<file path="src/rtl/hp_damage_ctrl.sv">
// Hit-point owner for both tanks: round-robin arbitration of hit requests, saturating damage,
// win/lose detection. Optional regeneration of our HP when HP_REGEN_EN is defined.
module hp_damage_ctrl #(
    parameter int HP_MAX       = 200,
    parameter int DMG_W        = 8,
    parameter int REGEN_PERIOD = 65_000_000
) (
    input  logic             clk,
    input  logic             rst,
    input  logic             start,
    input  logic             restart,
    input  logic             hit_our_req,
    input  logic [DMG_W-1:0] hit_our_dmg,
    output logic             hit_our_ack,
    input  logic             hit_enemy_req,
    input  logic [DMG_W-1:0] hit_enemy_dmg,
    output logic             hit_enemy_ack,
    output logic [7:0]       HP_our_state,
    output logic [7:0]       HP_enemy_state,
    output logic [1:0]       game_end,
    output logic             game_active
);
    localparam int         CW         = (DMG_W > 8) ? DMG_W : 8;
    localparam logic [7:0] HP_INIT    = 8'(HP_MAX);
    localparam logic       SIDE_OUR   = 1'b0;
    localparam logic       SIDE_ENEMY = 1'b1;

    typedef enum logic [1:0] {S_IDLE, S_PLAY, S_APPLY, S_END} state_t;

    state_t           state_q, state_d;
    logic             grant_q, grant_d;
    logic [DMG_W-1:0] dmg_q, dmg_d;
    logic             rr_last_q, rr_last_d;
    logic [7:0]       hp_our_q, hp_our_d, hp_enemy_q, hp_enemy_d;
    logic [1:0]       game_end_q, game_end_d;
    logic             ack_our_q, ack_our_d, ack_enemy_q, ack_enemy_d;
    logic             active_q, active_d;

    logic             any_req, both_req, pick_enemy, drain_ok;
    logic [7:0]       tgt_hp, hp_after;
    logic [CW-1:0]    dmg_ext, tgt_ext;

    assign any_req    = hit_our_req | hit_enemy_req;
    assign both_req   = hit_our_req & hit_enemy_req;
    assign pick_enemy = both_req ? (rr_last_q == SIDE_OUR) : hit_enemy_req;
    // In END the requester still holds req during its ack cycle; skip that cycle to avoid a double ack.
    assign drain_ok   = ~ack_our_q & ~ack_enemy_q & ~restart;

    always_comb begin
        tgt_hp   = (grant_q == SIDE_ENEMY) ? hp_enemy_q : hp_our_q;
        dmg_ext  = CW'(dmg_q);
        tgt_ext  = CW'(tgt_hp);
        hp_after = (dmg_ext >= tgt_ext) ? 8'd0 : tgt_hp - 8'(dmg_ext);
    end

`ifdef HP_REGEN_EN
    localparam int CNT_W = (REGEN_PERIOD > 1) ? $clog2(REGEN_PERIOD) : 1;
    logic [CNT_W-1:0] regen_cnt_q, regen_cnt_d;
`endif

    always_ff @(posedge clk) begin
        if (rst) begin
            state_q     <= S_IDLE;
            grant_q     <= SIDE_OUR;
            dmg_q       <= '0;
            rr_last_q   <= SIDE_ENEMY;
            hp_our_q    <= HP_INIT;
            hp_enemy_q  <= HP_INIT;
            game_end_q  <= 2'd0;
            ack_our_q   <= 1'b0;
            ack_enemy_q <= 1'b0;
            active_q    <= 1'b0;
`ifdef HP_REGEN_EN
            regen_cnt_q <= '0;
`endif
        end else begin
            state_q     <= state_d;
            grant_q     <= grant_d;
            dmg_q       <= dmg_d;
            rr_last_q   <= rr_last_d;
            hp_our_q    <= hp_our_d;
            hp_enemy_q  <= hp_enemy_d;
            game_end_q  <= game_end_d;
            ack_our_q   <= ack_our_d;
            ack_enemy_q <= ack_enemy_d;
            active_q    <= active_d;
`ifdef HP_REGEN_EN
            regen_cnt_q <= regen_cnt_d;
`endif
        end
    end

    always_comb begin
        state_d = state_q;
        case (state_q)
            S_IDLE:  if (start) state_d = S_PLAY;
            S_PLAY:  if (any_req) state_d = S_APPLY;
            S_APPLY: state_d = (hp_after == 8'd0) ? S_END : S_PLAY;
            S_END:   if (restart) state_d = S_IDLE;
            default: state_d = S_IDLE;
        endcase
    end

    always_comb begin
        grant_d     = grant_q;
        dmg_d       = dmg_q;
        rr_last_d   = rr_last_q;
        hp_our_d    = hp_our_q;
        hp_enemy_d  = hp_enemy_q;
        game_end_d  = game_end_q;
        ack_our_d   = 1'b0;
        ack_enemy_d = 1'b0;
        case (state_q)
            S_IDLE: begin
                hp_our_d   = HP_INIT;
                hp_enemy_d = HP_INIT;
                game_end_d = 2'd0;
            end
            S_PLAY: if (any_req) begin
                grant_d     = pick_enemy;
                dmg_d       = pick_enemy ? hit_enemy_dmg : hit_our_dmg;
                ack_our_d   = ~pick_enemy;
                ack_enemy_d = pick_enemy;
                if (both_req) rr_last_d = pick_enemy;
            end
            S_APPLY: begin
                if (grant_q == SIDE_ENEMY) hp_enemy_d = hp_after;
                else                       hp_our_d   = hp_after;
                if (hp_after == 8'd0) game_end_d = (grant_q == SIDE_ENEMY) ? 2'd1 : 2'd2;
            end
            S_END: begin
                if (any_req && drain_ok) begin
                    ack_our_d   = ~pick_enemy;
                    ack_enemy_d = pick_enemy;
                    if (both_req) rr_last_d = pick_enemy;
                end
                if (restart) begin
                    hp_our_d   = HP_INIT;
                    hp_enemy_d = HP_INIT;
                    game_end_d = 2'd0;
                end
            end
            default: ;
        endcase
`ifdef HP_REGEN_EN
        // A damage apply to our side clears the count, so a coincident tick is lost.
        regen_cnt_d = '0;
        if (state_q == S_PLAY || (state_q == S_APPLY && grant_q == SIDE_ENEMY)) begin
            if (regen_cnt_q == CNT_W'(REGEN_PERIOD - 1)) begin
                if (hp_our_q < HP_INIT) hp_our_d = hp_our_q + 8'd1;
            end else begin
                regen_cnt_d = regen_cnt_q + CNT_W'(1);
            end
        end
`endif
        active_d = (state_d == S_PLAY) || (state_d == S_APPLY);
    end

    assign hit_our_ack    = ack_our_q;
    assign hit_enemy_ack  = ack_enemy_q;
    assign HP_our_state   = hp_our_q;
    assign HP_enemy_state = hp_enemy_q;
    assign game_end       = game_end_q;
    assign game_active    = active_q;
endmodule
</file>
<file path="config.mk">
export PLATFORM = sky130hd
export DESIGN_NAME = hp_damage_ctrl
export DESIGN_NICKNAME = d
export VERILOG_FILES = /design/src/rtl/hp_damage_ctrl.sv
export SDC_FILE = /design/constraint.sdc
export NUM_CORES = 1
export LEC_CHECK = 0
export BUFFER_PORTS_ARGS = -buffer_cell sky130_fd_sc_hd__clkbuf_2
export CAP_MARGIN = 10
export CORE_UTILIZATION = 48
export DETAILED_ROUTE_END_ITERATION = 10
export PLACE_DENSITY = 0.71
export RECOVER_POWER = 100
export SYNTH_ARGS = -nofsm -noshare
export SYNTH_HDL_FRONTEND = slang
export SYNTH_SLANG_ARGS = --single-unit
</file>
<file path="constraint.sdc">
create_clock -name clk -period 7.45 [get_ports clk]
set_input_delay 0.745 -clock clk [delete_from_list [all_inputs] [get_ports clk]]
set_output_delay 0.745 -clock clk [all_outputs]
set_load 0.02 [all_outputs]
</file>
=== Word-level counts from Yosys, hierarchy flattened ===
Index checks and enable logic that the tools add are counted.

* Output and inout port bits: 21
* Flip-flop bits (word level): 33
* Bits of input ports: 22
* Word-level logic and storage cells: 71

* Eq/ne operators: 11
* Bitwise operators: 9
* Order comparisons: 1
* Multiplexer cells: 28
* Add/sub/neg operators: 1
* Reduce and logical (&&, ||, !) cells: 11

{| class="wikitable"
|+ Operator list
! kind !! number
|-
| 8-bit 2-to-1 mux || 6
|-
| 8-bit one-hot mux with 3 select lines || 2
|-
| 2-bit 2-to-1 mux || 7
|-
| 2-bit != test (second input constant) || 6
|-
| 3-bit AND reduction || 4
|-
| 8-bit >= comparator || 1
|-
| 8-bit zero test || 1
|-
| 1-bit 2-to-1 mux || 8
|-
| 2-bit one-hot mux with 4 select lines || 1
|-
| 8-bit subtractor || 1
|-
| 2-bit equality test (second input constant) || 3
|-
| 1-bit one-hot mux with 2 select lines || 3
|-
| 2-bit one-hot mux with 3 select lines || 1
|-
| 1-bit inverter || 5
|-
| 2-bit by 1-bit equality test with 1-bit output (second input constant) || 2
|-
| 1-bit AND || 3
|-
| 3-bit nonzero test || 1
|-
| 2-bit zero test || 1
|-
| 2-bit AND reduction || 1
|-
| 2-bit nonzero test || 1
|-
| 1-bit logical AND || 1
|-
| 1-bit logical OR || 1
|-
| 1-bit bitwise OR || 1
|}

=== Logic depth before layout (Yosys ltp) ===
Gate-level depths: netlist of run 1.

* Word-level depth: 8
* Mapped depth: 11
* Mapped depth without buffers: 10

=== Worst setup path after synthesis of run 1 ===
No wires, ideal clock.

* Path type: register -> register
* From: register grant_q
* To: register game_end_q[1] (netlist: game_end[1])
* Setup time: 0.116 ns
* Path buffers: 1
* Slack: 4.525 ns
* Required time: 7.334 ns
* Cell stages (with the launch flop): 10
* Clock period less this slack: 2.925 ns
* Arrival time: 2.809 ns
* Path through: dfxtp_1 buf_1 mux2_2 fa_1 a211oi_1 o21a_1 a211oi_2 and2_4 a311o_1 and4_1

* Word-level cells in the longest chain between the ends: 6
* Elaborated cells between the ends (all ways): 10
* Those cells by class: 1 x add/sub; 1 x order compare; 1 x eq/ne; 5 x mux; 2 x reduce/logical

{| class="wikitable"
|+ Ends and longest elaborated chain
! what !! line !! source
|-
| from (decl) || 31 || <nowiki>logic grant_q, grant_d;</nowiki>
|-
| from (signal assigned) || 78 || <nowiki>grant_q <= grant_d;</nowiki>
|-
| 8-bit 2-to-1 mux || 50 || <nowiki>tgt_hp = (grant_q == SIDE_ENEMY) ? hp_enemy_q : hp_our_q;</nowiki>
|-
| 8-bit subtractor or 8-bit >= comparator (tied branches) || 53 || <nowiki>hp_after = (dmg_ext >= tgt_ext) ? 8'd0 : tgt_hp - 8'(dmg_ext);</nowiki>
|-
| 8-bit 2-to-1 mux || 53 ||
|-
| 8-bit zero test || 129 || <nowiki>if (hp_after == 8'd0) game_end_d = (grant_q == SIDE_ENEMY) ? 2'd1 : 2'd2;</nowiki>
|-
| 2-bit != test (no line) || - ||
|-
| 3-bit AND reduction (no line) || - ||
|-
| to (signal assigned) || 83 || <nowiki>game_end_q <= game_end_d;</nowiki>
|-
| to (decl) || 35 || <nowiki>logic [1:0] game_end_q, game_end_d;</nowiki>
|}

Several ways; a longest one is shown, not always the timed one. The select of a mux whose other input is x is not followed.
A chain may end at the register's enable or synchronous reset.

=== Final worst setup path of run 1 ===
Ends and elaborated chain as after synthesis.

==> results of run 1 <==
tightest hold or removal path: cells and delay by family, from the launching register on:
kind / cells / cell delay (ps)
and+or+nand+nor: 1 / 60
AOI/OAI and AO/OA: 1 / 50
DFF: 1 / 320
registers in the layout, summed over array words and instances (netlist names):
signal / cells
HP_enemy_state: 8
HP_our_state: 8
dmg_ext: 8
game_active: 1
game_end: 2
grant_q: 1
hit_enemy_ack: 1
hit_our_ack: 1
rr_last_q: 1
state_q: 2
cell type report:
class / instances / area, µm² / area share, %
clock buffers: 6 / 72.6 / 3.16
clock inverters: 2 / 10.0 / 0.436
inverters: 9 / 33.8 / 1.47
multi-input cells: 187 / 1280 / 55.6
flip-flops and latches: 33 / 661 / 28.8
well taps: 50 / 62.6 / 2.72
repair buffers: 42 / 180 / 7.85
routing by layer:
| layer | GRT usage, % | up-vias |
|---|---|---|
| met2 | 34.1 | 63 |
| met1 | 29.9 | 832 |
| met4 | 11.2 | 0 |
| li1 | - | 941 |
| met5 | 0 | - |
| met3 | 4.90 | 10 |
cell usage after synthesis (all sizes together), types with 2 or more instances:
cell type  count
and2           2
ha             9
a211o          2
clkbuf         8
nor2b          7
dfxtp         33
o21ai          8
or3            4
nor3           5
a21o           3
mux2i         12
nand2b         8
o21a           3
nor3b          5
nor2          23
inv            9
a211oi        14
mux2           7
nand3          6
nand4          3
nand2         22
buf            6
a21oi         12
xnor2          3
o22ai          5
or2            2
nor4           2
worst paths after layout:
path	start	end	slack, ps	depth (start not counted)
hold reg to reg	HP_our_state[5]	HP_our_state[5]	470	2
hold / removal	HP_our_state[5]	HP_our_state[5]	470	2
setup reg to reg	grant_q	game_end[1]	4240	8
setup / recovery	grant_q	game_end[1]	4240	8
placed cells by master, fill, tap and decap left out, types with 3 or more instances in the layout:
cell type	instances
sky130_fd_sc_hd__xnor2_1	3
sky130_fd_sc_hd__or3_1	4
sky130_fd_sc_hd__o22ai_1	5
sky130_fd_sc_hd__nor3b_1	5
sky130_fd_sc_hd__a21o_1	3
sky130_fd_sc_hd__nand4_1	3
sky130_fd_sc_hd__mux2_2	7
sky130_fd_sc_hd__nor3_1	5
sky130_fd_sc_hd__ha_1	9
sky130_fd_sc_hd__inv_1	9
sky130_fd_sc_hd__nand2_1	22
sky130_fd_sc_hd__nand3_1	6
sky130_fd_sc_hd__nor2_1	23
sky130_fd_sc_hd__clkbuf_2	18
sky130_fd_sc_hd__mux2i_1	12
sky130_fd_sc_hd__o21ai_0	8
sky130_fd_sc_hd__clkbuf_8	5
sky130_fd_sc_hd__clkbuf_1	25
sky130_fd_sc_hd__dfxtp_1	33
sky130_fd_sc_hd__o21a_1	3
sky130_fd_sc_hd__a211oi_1	12
sky130_fd_sc_hd__nor2b_1	7
sky130_fd_sc_hd__a21oi_1	12
sky130_fd_sc_hd__nand2b_1	8
cell families after synthesis:
kind of cell	count (synthesis)	synth area share [%]
buffers and inverters	23	5.05
muxes	19	9.68
AOI/OAI and AO/OA	59	21.1
and+or+nand+nor	95	23.9
adders and majority gates	10	6.45
DFF	33	32.1
xor gates and xnor gates	4	1.70
stage by stage:
stage	util (%)	area (µm²)	instances	hold slack (ps)	worst slack, ps
2_1_floorplan	-	2060	243	459	4530
3_3_place_gp	55.7	2260	321	467	4370
3_5_place_dp	55.7	2260	321	467	4380
4_1_cts	57.7	2340	329	476	4350
5_1_grt	56.6	2300	329	488	4040
6_report	56.6	2300	329	473	4240
report_power, final:
part           leakage [nW]  total, mW  internal (mW)  switching [mW]
sequential            0.269      0.190          0.184         0.00616
combinational         0.548      0.103         0.0429          0.0599
clock                0.0450      0.132         0.0647          0.0671
total                 0.862      0.425          0.292           0.133
==> impl_metrics.sql, run 1 <==
INSERT INTO impl_metrics (metric_group, metric, value, unit) VALUES
('global_route', 'track_usage', '22.5', '%'),
('finish', 'n_fill_cell', '402', ''),
('global_route', 'maximum_number_of_pins_on_one_net_before_global_route_repair', '36', ''),
('timing', 'fin_crit_sh', '43.1', '%'),
('synthesis', 'postSynthAreaPerCell', '8.46', 'µm²'),
('routing', 'drt-met1-wl', '2.24', 'mm'),
('cts', 'cts.root.buffer_cell', 'sky130_fd_sc_hd__clkbuf_8', ''),
('routing', 'postRouteWirelength', '4.66', 'mm'),
('cts', 'clock_path_buffers', '2', ''),
('cts', 'tritoncts', 'yes', ''),
('timing', 'report.final.slew_viol_count', '12', ''),
('cts', 'cts_hold_buffers', '0', ''),
('synthesis', 'synth_warnings', '0', ''),
('synthesis', 'synth.lib_cells_used.distinct', '54', ''),
('cts', 'clkLatencyLatePin', '290', 'ps'),
('finish', 'area_growth', '11.7', '%'),
('routing', 'drc', '0', ''),
('cts', 'cts-htree-levels', '2', ''),
('setup_path', 'critical_path_peak_fanout', '13', ''),
('timing', 'final-setup-viol-count', '0', ''),
('pwr', 'power.total', '0.425', 'mW'),
('setup_path', 'worst-endpoint-arrival', '3390', 'ps'),
('timing', 'maxSlewHeadroom', '-14.5', '%'),
('cts', 'clkSlewWorstSetupHoldPaths', '70', 'ps'),
('routing', 'first_iter_violations', '101', ''),
('pwr', 'pwr_density_cell', '185', 'mW/mm²'),
('finish', 'layout.nets', '310', ''),
('setup_path', 'ws_path_type', 'reg -> reg', ''),
('global_route', 'grt_pass1_wl', '7.53', 'mm'),
('synthesis', 'postSynthNetCount', '275', ''),
('setup_path', 'critical-path-max-stage-delay', '680', 'ps'),
('die', 'std_cell_rows', '23', ''),
('synthesis', 'post-synth-top-area-cell', 'sky130_fd_sc_hd__dfxtp_1', ''),
('pwr', 'irDropWorstVdd', '0.0958', 'mV'),
('routing', 'wl_per_cell', '14.2', 'µm'),
('die', 'initial_core_util', '50.7', '%'),
('global_route', 'initial_antenna_violation_count', '0', ''),
('setup_path', 'cpMaxStageDelayCell', 'sky130_fd_sc_hd__dfxtp_1', ''),
('die', 'design.core.area', '0.00406', 'mm²'),
('synthesis', 'number_of_flops_mapped_to_enable_cells_by_yosys', '0', ''),
('place', 'port_buffers', '42', ''),
('routing', 'detailroute.wirelength.met3', '269', 'µm'),
('run_status', 'run_status', 'finished, violations left', ''),
('die', 'ioPinCount', '43', ''),
('global_route', 'total_grt_overflow', '0', ''),
('setup_path', 'gate_family_responsible_for_the_most_delay_along_the_worst_path', 'compound AO/OA/AOI/OAI gates', ''),
('run', 'cap_viol_max_count', '1', ''),
('place', 'finalWeightedCongestion', '0.918', ''),
('synthesis', 'synthFlopType', 'sky130_fd_sc_hd__dfxtp_1', ''),
('timing', 'fin_worst_skew', '5.13', 'ps'),
('routing', 'top_routing_layer_in_use', 'met4', ''),
('setup_path', 'timing.critical_path.buf_inv', '0', ''),
('finish', 'fraction_of_layout_instances_using_a_drive_strength_above_1', '13.6', '%'),
('cts', 'post-cts-setup-buffer-count', '0', ''),
('timing', 'final_period_minus_worst_setup_slack', '3210', 'ps'),
('routing', 'met2_wirelength', '2.04', 'mm'),
('routing', 'drt_first_pass_iters', '4', ''),
('setup_path', 'timing.critical_path.cells', 'mux2_2 > ha_1 > o21ai_0 > or3_1 > a211oi_1 > a21oi_1 > a311o_1 > and4_1', ''),
('run_status', 'violated_checks', 'max-capacitance violations, max-slew violations', ''),
('timing', 'rsz0062_at_grt', 'false', ''),
('synthesis', 'ys_seq_elements', '33', ''),
('timing', 'hold_viol', '0', ''),
('die', 'die-width', '67.4', 'µm'),
('die', 'die_area', '0.00455', 'mm²'),
('routing', 'num_vias', '1846', ''),
('timing', 'fmax', '0.312', 'GHz'),
('synthesis', 'ys_seq_area_share', '32.1', '%'),
('cts', 'clock_sink_total', '33', ''),
('worst_hold_path', 'holdCritPathClass', 'reg -> reg', ''),
('synthesis', 'synthCells', '243', ''),
('timing', 'timing_worst_slew_pin_value', '1700', 'ps');
(Power assumes the default switching activity.)
==> inputs of run 2 (changes only) <==
==> constraint.sdc (replaced) <==
create_clock -name clk -period 3 [get_ports clk]
set_input_delay 0.3 -clock clk [delete_from_list [all_inputs] [get_ports clk]]
set_output_delay 0.3 -clock clk [all_outputs]
set_load 0.02 [all_outputs]
==> run 2 against run 1 <==
The run now ends clean; sequential power is 150% higher; die area stayed put; first-iteration DRC count is 79% higher; critical path type unchanged; setup slack worse by 4100 ps; wire length is 3.8% higher.
==> impl_metrics.sql, run 2 (synthesized netlist as in run 1, its figures left out) <==
INSERT INTO impl_metrics (metric_group, metric, value, unit) VALUES
('setup_path', 'ff2ff_setup_slack', '170', 'ps'),
('global_route', 'via_count_of_the_first_global_routing_pass', '1617', ''),
('setup_path', 'timing.critical_path.cells', 'buf_4 > mux2_2 > ha_1 > and2b_1 > a221o_1 > a211oi_2 > and2_1 > a311o_1 > and4_1', ''),
('die', 'die-width', '67.4', 'µm'),
('cts', 'cts_hold_buffers', '0', ''),
('pwr', 'p_leak', '0.886', 'nW'),
('place', 'dpl-instance-area', '0.00229', 'mm²'),
('setup_path', 'cp-start-kind', 'flip-flop', ''),
('setup_path', 'crit-reg2reg-capture', 'game_end[1]', ''),
('cts', 'clock_sink_total', '33', ''),
('die', 'initial_core_util', '50.7', '%'),
('timing', 'hold_viol', '0', ''),
('cts', 'cts_buffers', '5', ''),
('pwr', 'irDropWorstVdd', '0.316', 'mV'),
('timing', 'fin_worst_skew', '5.10', 'ps'),
('finish', 'finalInstanceArea', '0.00234', 'mm²'),
('routing', 'wl_per_cell', '14.6', 'µm'),
('setup_path', 'ws_path_type', 'reg -> reg', ''),
('cts', 'clkLatencyLatePin', '280', 'ps'),
('finish', 'storage_element_area', '662', 'µm²'),
('pwr', 'p_comb_share', '24.5', '%'),
('global_route', 'maximum_number_of_pins_on_one_net_before_global_route_repair', '36', ''),
('routing', 'antenna_left', '0', ''),
('setup_path', 'gate_family_responsible_for_the_most_delay_along_the_worst_path', 'compound AO/OA/AOI/OAI gates', ''),
('global_route', 'initial_antenna_violation_count', '0', ''),
('setup_path', 'timing.critical_path.buf_inv', '1', ''),
('pwr', 'power.sequential.fraction', '43.9', '%'),
('global_route', 'track_usage', '22.9', '%'),
('timing', 'rsz0062_at_grt', 'false', ''),
('pwr', 'cellInternalPower', '0.747', 'mW'),
('cts', 'clock_path_buffers', '2', ''),
('routing', 'postRouteWirelength', '4.84', 'mm'),
('timing', 'report.final.slew_viol_count', '0', ''),
('pwr', 'power.total', '1.07', 'mW'),
('pwr', 'power.clock.fraction', '31.7', '%'),
('setup_path', 'cp-end-kind', 'flip-flop', ''),
('global_route', 'grt_pass1_wl', '7.59', 'mm'),
('finish', 'multi_input_area', '0.00129', 'mm²'),
('finish', 'final_core_utilization', '57.8', '%'),
('cts', 'tritoncts', 'yes', ''),
('place', 'dp_hpwl', '3.60', 'mm'),
('die', 'std_cell_rows', '23', ''),
('routing', 'drc', '0', ''),
('place', 'placed_cell_count', '325', ''),
('timing', 'post-route-worst-setup-slack', '167', 'ps'),
('setup_path', 'worst-endpoint-arrival', '3060', 'ps'),
('finish', 'layout_commonest_cell', 'sky130_fd_sc_hd__dfxtp_1', ''),
('worst_hold_path', 'worst_hold_path_ep', 'dmg_ext[4]', ''),
('worst_hold_path', 'hold_start', 'hit_our_dmg[4]', ''),
('setup_path', 'critPathRequiredTime', '3230', 'ps'),
('die', 'die_area', '0.00455', 'mm²'),
('setup_path', 'critical-path-max-stage-delay', '410', 'ps'),
('worst_hold_path', 'holdCritPathClass', 'in -> reg', ''),
('routing', 'num_vias', '1892', ''),
('finish', 'layout.nets', '314', ''),
('die', 'die_h', '67.4', 'µm'),
('place', 'port_buffers', '42', ''),
('cts', 'cts.root.buffer_cell', 'sky130_fd_sc_hd__clkbuf_8', ''),
('timing', 'final_period_minus_worst_setup_slack', '2830', 'ps'),
('setup_path', 'critical_path_peak_fanout', '8', ''),
('timing', 'fmax', '0.353', 'GHz'),
('timing', 'setup-tns-final', '0', 'ps'),
('die', 'ioPinCount', '43', ''),
('run', 'cap_viol_max_count', '0', ''),
('run_status', 'run_status', 'finished, final reports clean', ''),
('cts', 'cts-htree-levels', '2', ''),
('pwr', 'swShare', '30.5', '%'),
('routing', 'drt_first_pass_iters', '5', ''),
('place', 'finalWeightedCongestion', '0.907', ''),
('worst_hold_path', 'hold_critical_path_depth', '3', ''),
('setup_path', 'r2r_start', 'grant_q', ''),
('finish', 'area_growth', '14.0', '%'),
('timing', 'final-setup-viol-count', '0', ''),
('setup_path', 'timing.reg2reg.worst_path_depth', '9', ''),
('cts', 'clkSlewWorstSetupHoldPaths', '70', 'ps'),
('place', 'detailedPlace.worstSlack', '135', 'ps'),
('pwr', 'p_switching', '0.328', 'mW'),
('routing', 'routed_via_density', '5.70', ''),
('die', 'design.core.area', '0.00406', 'mm²'),
('timing', 'final.hold.worst_slack', '334', 'ps'),
('routing', 'first_iter_violations', '181', ''),
('pwr', 'pwr_density_cell', '459', 'mW/mm²'),
('timing', 'maxSlewHeadroom', '44.5', '%'),
('setup_path', 'cpMaxStageDelayCell', 'sky130_fd_sc_hd__dfxtp_2', ''),
('timing', 'fin_crit_sh', '94.4', '%'),
('finish', 'n_fill_cell', '403', ''),
('global_route', 'total_grt_overflow', '0', ''),
('timing', 'timing_worst_slew_pin_value', '824', 'ps'),
('finish', 'num_antenna_cells', '0', ''),
('finish', 'fraction_of_layout_instances_using_a_drive_strength_above_1', '16.7', '%'),
('finish', 'final_cells', '332', ''),
('finish', 'most-common-layout-cells', '32 x sky130_fd_sc_hd__dfxtp_1, 23 x sky130_fd_sc_hd__nor2_1, 23 x sky130_fd_sc_hd__clkbuf_1', '');
[run 2: changes by cell type in the layout (fill, tap and decap cells not counted), sizes merged]
cell / change
clkinv: -2
clkbuf: +2
buf: +3
[run 2: power by group through the flow]
stage | Clock [mW] | Combinational (mW) | Sequential (mW)
2_1_floorplan | 0 | 0.197 | 0.483
3_3_place_gp | 0 | 0.266 | 0.481
5_1_grt | 0.366 | 0.287 | 0.473
4_1_cts | 0.345 | 0.268 | 0.471
3_5_place_dp | 0 | 0.266 | 0.481
6_report | 0.340 | 0.263 | 0.472
[run 2: per-layer routing]
metal / up-vias / part of all wire, % / global-route usage [%]
met5: - / 0 / 0
met4: 0 / 1.7 / 10.6
met3: 9 / 5.0 / 5.07
met2: 62 / 46 / 35.8
met1: 862 / 47 / 30.0
li1: 959 / - / -
[run 2: worst max path at each step]
stage               cells after the start           to  slack [ps]  startpoint
floorplan                               9  game_end[1]          80     grant_q
global placement                        9  game_end[1]         170     grant_q
detailed placement                      9  game_end[1]         140     grant_q
CTS                                     9  game_end[1]          90     grant_q
global route                            9  game_end[1]          30     grant_q
finish                                  9  game_end[1]         170     grant_q
[run 2: area by class of cell]
cell class / count / share of cell area (%)
Multi-Input combinational cell: 187 / 55.0
Sequential cell: 33 / 28.2
Timing Repair Buffer: 46 / 8.97
Clock buffer: 7 / 3.68
Tap cell: 50 / 2.67
Inverter: 9 / 1.44
[run 2: what timing repair did]
| action | in CTS | in global routing |
|---|---|---|
| resized for setup | 0 | 1 |
| buffers inserted | 0 | 0 |
| setup endpoints to repair | 0 | 6 |
[run 2: worst reg2reg max path: cells and delay by family (launching register included)]
kind / cells / cell delay [ps]
AO/OA/AOI/OAI: 3 / 750
AND/OR/NAND/NOR: 3 / 670
flip-flops: 1 / 410
adder cells (fa/ha/maj): 1 / 400
multiplexers: 1 / 350
buffers and inverters: 1 / 200
==> inputs of run 3 (changes only) <==
--- a/config.mk
+++ b/config.mk
@@ -5,11 +5,12 @@
 export SDC_FILE = /design/constraint.sdc
 export NUM_CORES = 1
 export LEC_CHECK = 0
+export ABC_AREA = 1
 export BUFFER_PORTS_ARGS = -buffer_cell sky130_fd_sc_hd__clkbuf_2
 export CAP_MARGIN = 10
 export CORE_UTILIZATION = 48
 export DETAILED_ROUTE_END_ITERATION = 10
-export PLACE_DENSITY = 0.71
+export PLACE_DENSITY = 0.75
 export RECOVER_POWER = 100
 export SYNTH_ARGS = -nofsm -noshare
 export SYNTH_HDL_FRONTEND = slang
==> run 3 against run 2 <==
Die area fell by 0.75%; clock skew shrank 0.57 ps; combinational power increased by 110%; largest cell class unchanged.
==> impl_metrics.sql, run 3 <==
INSERT INTO impl_metrics (metric_group, metric, value, unit) VALUES
('cts', 'clock_path_buffers', '2', ''),
('die', 'std_cell_rows', '23', ''),
('synthesis', 'number_of_flops_mapped_to_enable_cells_by_yosys', '0', ''),
('synthesis', 'yosys-top-cells-area', 'sky130_fd_sc_hd__dfxtp_1 32%, sky130_fd_sc_hd__nand2_1 17%, sky130_fd_sc_hd__inv_1 7.7%', ''),
('routing', 'drt-met1-wl', '2.18', 'mm'),
('finish', 'area_growth', '16.1', '%'),
('synthesis', 'synthFlopType', 'sky130_fd_sc_hd__dfxtp_1', ''),
('global_route', 'via_count_of_the_first_global_routing_pass', '1765', ''),
('cts', 'clkSlewWorstSetupHoldPaths', '70', 'ps'),
('cts', 'clock_sink_total', '33', ''),
('synthesis', 'ys_seq_elements', '33', ''),
('run_status', 'run_status', 'finished, final reports clean', ''),
('pwr', 'power.clock.fraction', '29.4', '%'),
('setup_path', 'critPathRequiredTime', '3180', 'ps'),
('timing', 'fmax', '0.370', 'GHz'),
('finish', 'final_cells', '395', ''),
('setup_path', 'cp-start-kind', 'flip-flop', ''),
('finish', 'fraction_of_layout_instances_using_a_drive_strength_above_1', '14.2', '%'),
('setup_path', 'critical_path_peak_fanout', '11', ''),
('cts', 'post-cts-setup-buffer-count', '0', ''),
('synthesis', 'ys_seq_area_share', '32.4', '%'),
('timing', 'setup-tns-final', '0', 'ps'),
('routing', 'postRouteWirelength', '4.66', 'mm'),
('cts', 'cts_buffers', '5', ''),
('pwr', 'cellInternalPower', '0.943', 'mW'),
('routing', 'detailroute.wirelength.met3', '306', 'µm'),
('timing', 'fin_crit_sh', '90.1', '%'),
('setup_path', 'cp-end-kind', 'flip-flop', ''),
('synthesis', 'yosysMostFrequentCell', 'sky130_fd_sc_hd__nand2_1', ''),
('routing', 'wl_per_cell', '11.8', 'µm'),
('global_route', 'total_grt_overflow', '0', ''),
('place', 'finalWeightedCongestion', '0.879', ''),
('routing', 'routed_via_density', '5.14', ''),
('pwr', 'p_comb_share', '36.3', '%'),
('pwr', 'swShare', '37.5', '%'),
('routing', 'met2_wirelength', '2.11', 'mm'),
('synthesis', 'netlist_area', '0.00204', 'mm²'),
('timing', 'timing_worst_slew_pin_value', '578', 'ps'),
('timing', 'fin_worst_skew', '4.53', 'ps'),
('synthesis', 'synth.lib_cells_used.distinct', '33', ''),
('place', 'dp_hpwl', '3.71', 'mm'),
('place', 'dpl-instance-area', '0.00229', 'mm²'),
('finish', 'layout_commonest_cell', 'sky130_fd_sc_hd__nand2_1', ''),
('routing', 'first_iter_violations', '150', ''),
('routing', 'num_vias', '2032', ''),
('global_route', 'initial_antenna_violation_count', '0', ''),
('cts', 'clkLatencyLatePin', '290', 'ps'),
('synthesis', 'synthTopCellsByCount', '90 x sky130_fd_sc_hd__nand2_1, 42 x sky130_fd_sc_hd__inv_1, 33 x sky130_fd_sc_hd__dfxtp_1', ''),
('synthesis', 'synthCells', '301', ''),
('synthesis', 'yosysTopAreaCellShare', '32.4', '%'),
('die', 'die_area', '0.00451', 'mm²'),
('pwr', 'p_switching', '0.565', 'mW'),
('setup_path', 'worst-endpoint-arrival', '2880', 'ps'),
('finish', 'layout.nets', '376', ''),
('finish', 'num_antenna_cells', '0', ''),
('timing', 'hold_viol', '0', ''),
('routing', 'drc', '0', ''),
('synthesis', 'fraction_of_registers_with_async_set_reset', '0', '%'),
('timing', 'final_period_minus_worst_setup_slack', '2700', 'ps'),
('cts', 'cts.root.buffer_cell', 'sky130_fd_sc_hd__clkbuf_8', ''),
('setup_path', 'ws_path_type', 'reg -> reg', ''),
('worst_hold_path', 'holdCritPathClass', 'in -> reg', ''),
('setup_path', 'ff2ff_setup_slack', '300', 'ps'),
('synthesis', 'synth_warnings', '0', ''),
('routing', 'drt_first_pass_iters', '5', ''),
('pwr', 'power.sequential.fraction', '34.4', '%'),
('finish', 'finalInstanceArea', '0.00237', 'mm²'),
('place', 'placed_cell_count', '387', ''),
('timing', 'report.final.slew_viol_count', '0', ''),
('global_route', 'grt_pass1_wl', '7.61', 'mm'),
('synthesis', 'post-synth-top-area-cell', 'sky130_fd_sc_hd__dfxtp_1', ''),
('cts', 'cts-htree-levels', '2', ''),
('run', 'cap_viol_max_count', '0', ''),
('global_route', 'track_usage', '22.5', '%'),
('routing', 'antenna_left', '0', ''),
('synthesis', 'postSynthNetCount', '333', ''),
('cts', 'cts_resized', '0', ''),
('pwr', 'p_leak', '1.15', 'nW'),
('die', 'die_h', '67.2', 'µm'),
('timing', 'final.hold.worst_slack', '246', 'ps'),
('die', 'die-width', '67.2', 'µm'),
('die', 'initial_core_util', '50.6', '%'),
('die', 'design.core.area', '0.00403', 'mm²'),
('global_route', 'maximum_number_of_pins_on_one_net_before_global_route_repair', '22', ''),
('finish', 'most-common-layout-cells', '91 x sky130_fd_sc_hd__nand2_1, 43 x sky130_fd_sc_hd__inv_1, 33 x sky130_fd_sc_hd__dfxtp_1', ''),
('cts', 'tritoncts', 'yes', ''),
('timing', 'final-setup-viol-count', '0', ''),
('place', 'port_buffers', '42', ''),
('synthesis', 'postSynthAreaPerCell', '6.78', 'µm²'),
('die', 'ioPinCount', '43', ''),
('pwr', 'irDropWorstVdd', '0.341', 'mV'),
('timing', 'maxSlewHeadroom', '61.4', '%'),
('timing', 'rsz0062_at_grt', 'false', ''),
('routing', 'top_routing_layer_in_use', 'met4', ''),
('pwr', 'pwr_density_cell', '637', 'mW/mm²'),
('cts', 'cts_hold_buffers', '0', '');
==> run 3: cell count changes in the layout (fill, tap and decap cells not counted), sizes merged, moves of 5 or more <==
| cell | before | now |
|---|---|---|
| a211oi | 14 | 0 |
| a21oi | 12 | 26 |
| a31oi | 1 | 9 |
| inv | 9 | 43 |
| mux2 | 7 | 0 |
| mux2i | 12 | 1 |
| nand2 | 22 | 94 |
| nand2b | 8 | 0 |
| nand3 | 6 | 22 |
| nor2b | 7 | 0 |
| nor3b | 5 | 0 |
| o21ai | 8 | 20 |
| o22ai | 5 | 0 |
==> run 3: through the flow <==
stage / worst slack (ps) / power, mW / utilization [%]
global route: 86.6 / 1.60 / 58.8
CTS: 383 / 1.53 / 59.8
detailed placement: 389 / 1.09 / 56.8
floorplan: 575 / 0.960 / -
global placement: 483 / 1.08 / 56.8
finish: 297 / 1.51 / 58.8
==> run 3: final cells by class <==
cell class / instances / area, µm²
clock buffer: 6 / 82.6
multi-input combinational: 215 / 1150
tap: 50 / 62.6
inverter: 44 / 165
clock inverter: 2 / 37.5
timing repair buffer: 45 / 206
fill: 399 / 1660
sequential: 33 / 661
==> run 3: power by group through the flow <==
stage	Sequential, mW	Clock (mW)	Combinational, mW
3_3_place_gp	0.529	0	0.550
2_1_floorplan	0.556	0	0.404
5_1_grt	0.523	0.459	0.616
6_report	0.518	0.443	0.547
4_1_cts	0.518	0.449	0.562
3_5_place_dp	0.528	0	0.559
==> run 3: routing by layer <==
metal,GRT usage [%],vias to the layer above
li1,-,1060
met1,28.4,901
met2,37.4,64
met3,5.24,7
met4,7.71,0
met5,0,-
==> run 3: cell families after synthesis <==
kind of cell             synth area share (%)
AO/OA/AOI/OAI                            17.2
XOR/XNOR                                0.430
adder cells (fa/ha/maj)                  6.50
buffers and inverters                    10.4
flip-flops                               32.4
multiplexers                            0.491
AND/OR/NAND/NOR                          32.6
==> run 3: worst paths after layout <==
path	from	end	depth (start not counted)
setup / recovery	grant_q	game_end[0]	16
hold / removal	hit_our_dmg[4]	dmg_ext[4]	3
setup reg to reg	grant_q	game_end[0]	16
hold reg to reg	game_end[1]	game_end[1]	2
==> run 3: critical path, stage by stage (launching register included) <==
cell,delay [ps]
sky130_fd_sc_hd__dfxtp_1,580
sky130_fd_sc_hd__inv_1,240
sky130_fd_sc_hd__nand2_1,100
sky130_fd_sc_hd__nand2_1,110
sky130_fd_sc_hd__fa_1,460
sky130_fd_sc_hd__nand2_1,90
sky130_fd_sc_hd__nand2_1,90
sky130_fd_sc_hd__nand3_1,100
sky130_fd_sc_hd__nand2_1,110
sky130_fd_sc_hd__nand2_2,120
sky130_fd_sc_hd__inv_1,120
sky130_fd_sc_hd__o31ai_4,80
sky130_fd_sc_hd__nand3_2,110
sky130_fd_sc_hd__nand2_2,90
sky130_fd_sc_hd__nand3_1,70
sky130_fd_sc_hd__nand2_1,60
sky130_fd_sc_hd__nor2_1,60
